## config.mk

```make
export PLATFORM = sky130hd
export DESIGN_NAME = fetch_unit
export DESIGN_NICKNAME = d
export VERILOG_FILES = /design/src/rtl/fetch_unit_pkg.sv /design/src/rtl/fetch_unit.sv
export SDC_FILE = /design/constraint.sdc
export NUM_CORES = 1
export LEC_CHECK = 0
export ABC_AREA = 1
export BUFFER_PORTS_ARGS = -buffer_cell sky130_fd_sc_hd__buf_4
export CORE_ASPECT_RATIO = 0.75
export CORE_MARGIN = 2
export CORE_UTILIZATION = 54
export DETAILED_ROUTE_END_ITERATION = 7
export HOLD_SLACK_MARGIN = 0.08
export PLACE_DENSITY = 0.83
export SETUP_SLACK_MARGIN = 0.5
export SYNTH_ARGS = -nofsm -noshare
export SYNTH_HDL_FRONTEND = slang
export SYNTH_SLANG_ARGS = --single-unit
```

## constraint.sdc

```tcl
create_clock -name clk -period 5.1 [get_ports clk]
set_clock_uncertainty 0.1 [all_clocks]
set_input_delay 1.02 -clock clk [delete_from_list [all_inputs] [get_ports clk]]
set_output_delay 1.02 -clock clk [all_outputs]
set_load 0.1 [all_outputs]
```

## src/rtl/fetch_unit_pkg.sv

```systemverilog
// Shared types for the instruction fetch unit.
package fetch_unit_pkg;

   // Fetch FSM states.
   typedef enum logic [2:0] {
      IDLE,
      REQ,
      WAIT,
      HOLD,
      FLUSH
   } fetch_state_e;

   // addi x0, x0, 0
   localparam logic [31:0] NOP_INST = 32'h0000_0013;

   // Clear the byte-offset bits so every fetch address is word-aligned.
   function automatic logic [31:0] align_pc(input logic [31:0] addr);
      return {addr[31:2], 2'b00};
   endfunction

endpackage

```

## src/rtl/fetch_unit.sv

```systemverilog
// Single-outstanding instruction fetch unit. One request is issued per
// instruction; the returned word is held for decode until it is accepted.
// A redirect always wins and never lets a wrong-path word reach decode.
module fetch_unit
   import fetch_unit_pkg::*;
#(
   parameter logic [31:0] RESET_PC = 32'h0000_0000
) (
   input  logic        clk,
   input  logic        rst,
   output logic        imem_req_valid,
   input  logic        imem_req_ready,
   output logic [31:0] imem_req_addr,
   input  logic        imem_rsp_valid,
   input  logic [31:0] imem_rsp_data,
   input  logic        redirect_valid,
   input  logic [31:0] redirect_pc,
   output logic        if_valid,
   input  logic        if_ready,
   output logic [31:0] if_inst,
   output logic [31:0] if_pc
);

   fetch_state_e state_q, state_d;
   logic [31:0]  pc_q, pc_d;
   logic [31:0]  inst_q, inst_d;
   logic [31:0]  ipc_q, ipc_d;

   // State, fetch pc and the instruction buffer.
   always_ff @(posedge clk or posedge rst) begin
      if (rst) begin
         state_q <= IDLE;
         pc_q    <= align_pc(RESET_PC);
         inst_q  <= NOP_INST;
         ipc_q   <= 32'h0000_0000;
      end else begin
         state_q <= state_d;
         pc_q    <= pc_d;
         inst_q  <= inst_d;
         ipc_q   <= ipc_d;
      end
   end

   // Next-state, pc update and handshake outputs.
   always_comb begin
      state_d        = state_q;
      pc_d           = pc_q;
      inst_d         = inst_q;
      ipc_d          = ipc_q;
      imem_req_valid = 1'b0;
      if_valid       = 1'b0;

      // A redirect updates pc in every state.
      if (redirect_valid) begin
         pc_d = align_pc(redirect_pc);
      end

      unique case (state_q)
         IDLE: begin
            state_d = REQ;
         end

         REQ: begin
            imem_req_valid = 1'b1;
            if (redirect_valid) begin
               // An accepted request still owes a response that must be dropped.
               state_d = imem_req_ready ? FLUSH : REQ;
            end else if (imem_req_ready) begin
               state_d = WAIT;
            end
         end

         WAIT: begin
            if (redirect_valid) begin
               // Same-cycle response is the stale one: discard it and refetch.
               state_d = imem_rsp_valid ? REQ : FLUSH;
            end else if (imem_rsp_valid) begin
               inst_d  = imem_rsp_data;
               ipc_d   = pc_q;
               pc_d    = pc_q + 32'd4;
               state_d = HOLD;
            end
         end

         HOLD: begin
            // Redirect masks the held word combinationally in the same cycle.
            if_valid = ~redirect_valid;
            if (redirect_valid || if_ready) begin
               state_d = REQ;
            end
         end

         FLUSH: begin
            // The outstanding response is consumed even if a new redirect
            // arrives with it; otherwise stay and keep waiting for it.
            if (imem_rsp_valid) begin
               state_d = REQ;
            end
         end

         default: begin
            state_d = IDLE;
         end
      endcase
   end

   assign imem_req_addr = pc_q;
   assign if_inst       = inst_q;
   assign if_pc         = ipc_q;

endmodule

```

==> results.py <==
metrics = {
    "global_route": {
        "grt_util_met2_pct": 44.5,
        "use_met3_pct": 7.13,
        "grtUsageMet1_pct": 38.9,
        "grt_max_degree": 77,
        "top_usage_layer": "met2",
        "wire_length_of_the_first_global_routing_pass_um": 21800,
        "grt_remaining_overflow": 0,
        "grtUsageTotal_pct": 28.3,
        "first_global_vias": 4454,
        "grt_antenna_before_repair": 0,
    },
    "die": {
        "row_cnt": 29,
        "ios": 168,
        "die_boundary_width_um": 114,
        "fp.coreArea_um2": 8600,
        "die_h_um": 86.3,
        "initial_utilization_pct": 56.7,
        "die_area_um2": 9820,
    },
    "run": {
        "maxCapViolCount": 0,
    },
    "clock_network": {
        "cts_tree": "yes",
        "path_clk_slew_ps": 60,
        "ctsRootBufferMaster": "clkbuf_16",
        "cts-htree-levels": 3,
        "cts-buffers-inserted": 9,
        "clock_latency_late_sink_ps": 350,
        "cts_max_path_buffers": 2,
        "postCtsResizedCells": 0,
        "cts_hold_buf": 0,
        "clock_sink_count": 99,
        "cts_setup_buffers": 0,
    },
    "synthesis": {
        "sequential_area_share_after_synthesis_pct": 50.9,
        "synth_nets": 687,
        "synth.distinct_cells": 38,
        "share_of_the_synthesized_area_in_the_top_cell_type_pct": 49.2,
        "synthesis.yosys.warnings": 0,
        "yosys-top-cells-area": "dfrtp_1 49%, nand2_1 17%, nor2_1 4.2%, inv_1 3.3%, o21ai_1 3.1%",
        "number_of_instances_in_the_synthesized_netlist": 616,
        "avgSynthCellArea_um2": 7.92,
        "synthDominantAreaCellType": "dfrtp_1",
        "synthesis.area_um2": 4880,
        "ys_seq_elements": 99,
        "synth-edff-count": 0,
        "ys.flop_type": "dfrtp_1",
        "synth_async_sr_flop_share_pct": 100,
    },
    "setup_path": {
        "critPathKind": "in2out",
        "worst_setup_path_end_kind": "output port",
        "critPathMostFrequentCell": "buf_4",
        "critical-path-top-delay-family": "buffers and inverters",
        "critical_path.max_fanout": 44,
        "slowest_stage": "buf_4",
        "ff2ff_setup_slack_ps": 2530,
        "crit_chain": "buf_4 > nor4_2 > buf_4",
        "critical_path_start_type": "primary input",
        "worst_reg2reg_path_startpoint": "state_q[2]$_DFFE_PP0P_",
        "reg2reg_to": "imem_req_addr[21]$_DFF_PP0_",
        "reg2reg_depth": 8,
        "cp_num_buf_inv": 2,
        "required_ps": 3980,
        "slowest_delay_ps": 340,
        "timing.critical_path.arrival_ps": 1950,
    },
    "sta": {
        "finalWorstSetupSlack_ps": 2030,
        "report.final.setup_viol": 0,
        "worst-slew-pin-transition_ps": 821,
        "final_hold_violation_count": 0,
        "post-route-period-util_pct": 60.3,
        "setup_total_negative_slack_ps": 0,
        "pins_over_their_slew_limit": 0,
        "max-slew-margin-rel_pct": 45.2,
        "finalWorstPathRequiredPeriod_ps": 3070,
        "unrepaired_setup_endpoints_after_global_routing": "false",
        "peak_clock_frequency_supported_by_timing_mhz": 325,
    },
    "route": {
        "remaining_antenna_violation_count": 0,
        "drc_errors": 0,
        "route.vias.total": 4710,
        "detail_route.iter0.violations": 308,
        "vias_per_cell": 5.35,
        "wl_per_cell_um": 15.5,
        "firstDrtPassIters": 5,
        "drt-total-wl_um": 13600,
    },
    "layout": {
        "leading_cell_type_in_the_layout_fill_and_taps_excluded": "nand2_1",
        "area_growth_pct": 31.1,
        "post_route_cells_drive_above_1_share_pct": 28.1,
        "final_nets": 838,
        "num_antenna_cells": 0,
        "most-common-layout-cells": "224 x nand2_1, 167 x buf_4, 96 x dfrtp_1",
        "stdcell_count": 880,
        "post-route-util_pct": 74.4,
    },
    "place": {
        "place_hpwl_um": 9680,
        "place_ws_ps": 1740,
        "gp_congestion": 0.954,
        "io_buffer_count": 165,
        "placed_cells_incl_taps": 864,
    },
    "min_path": {
        "min_path_cells": 2,
        "timing.hold.worst_endpoint": "if_inst[1]$_DFFE_PP1P_",
        "hp-start": "if_inst[1]$_DFFE_PP1P_",
        "timing.hold.worst.class": "reg2reg",
    },
    "outcome": {
        "run_status": "complete, no violations",
    },
}
-- cell families (layout without fill, tap and decap cells) --
| group | after synthesis | in the layout | synth area share [%] |
|---|---|---|---|
| flops | 99 | 99 | 50.9 |
| simple gates | 356 | 356 | 31.7 |
| fa+ha+maj | 1 | 1 | 0.256 |
| buf+inv | 77 | 233 | 6.87 |
| compound gates | 75 | 75 | 8.90 |
| xor+xnor | 8 | 8 | 1.44 |
-- tightest hold or removal path, stage by stage, from the launching register on --
cell and delay, ps:
dfstp_2 370, nand2_1 50, nand2_1 50
-- state kept, by name, summed over array words and instances (netlist names) --
register / flops
if_inst: 32
state_q: 3
if_pc: 32
imem_req_addr: 32
-- through the flow --
step	hold slack [ps]	area (µm²)
after floorplan	456	4880
after global placement	355	6130
after detailed placement	365	6130
after CTS	378	6390
after global routing	404	6390
final	373	6390
-- synth_stat cells, types with 7 or more instances --
cell type    n
inv_1       43
nor2_2      10
nand2_1    224
nor2_1      54
buf_2       19
o21ai_1     30
nor3_1      16
nand4_1      7
o21ai_0     17
xor2_1       8
dfrtp_1     96
nand3_1     25
o211ai_1    12
-- layer usage --
metal  vias to the layer above  share of wire [%]  routed length, µm
li1                       2281                  -                  -
met2                       192                 47               6470
met5                         -                  0                  0
met4                         0                2.0                271
met1                      2218                 42               5770
met3                        19                8.2               1120
-- layout make-up --
cell class              count  area (µm²)
repair buffers            167        1250
flip-flops and latches     99        2480
inverters                  50         194
fillers                   673        2200
multi-input cells         440        2070
clock inverters             5        30.0
well taps                 108         135
clock buffers              11         233
-- worst max-delay path by stage --
| stage | cells past startpoint | endpoint | start |
|---|---|---|---|
| floorplan | 4 | if_valid | redirect_valid |
| global placement | 7 | imem_req_addr[19]$_DFF_PP0_ | redirect_valid |
| detailed placement | 7 | imem_req_addr[21]$_DFF_PP0_ | redirect_valid |
| CTS | 3 | if_valid | redirect_valid |
| global route | 7 | imem_req_addr[21]$_DFF_PP0_ | redirect_valid |
| finish | 3 | if_valid | redirect_valid |
Power is not shown: default switching activity piles up to over one toggle a cycle in this logic, so the estimate is an artifact.
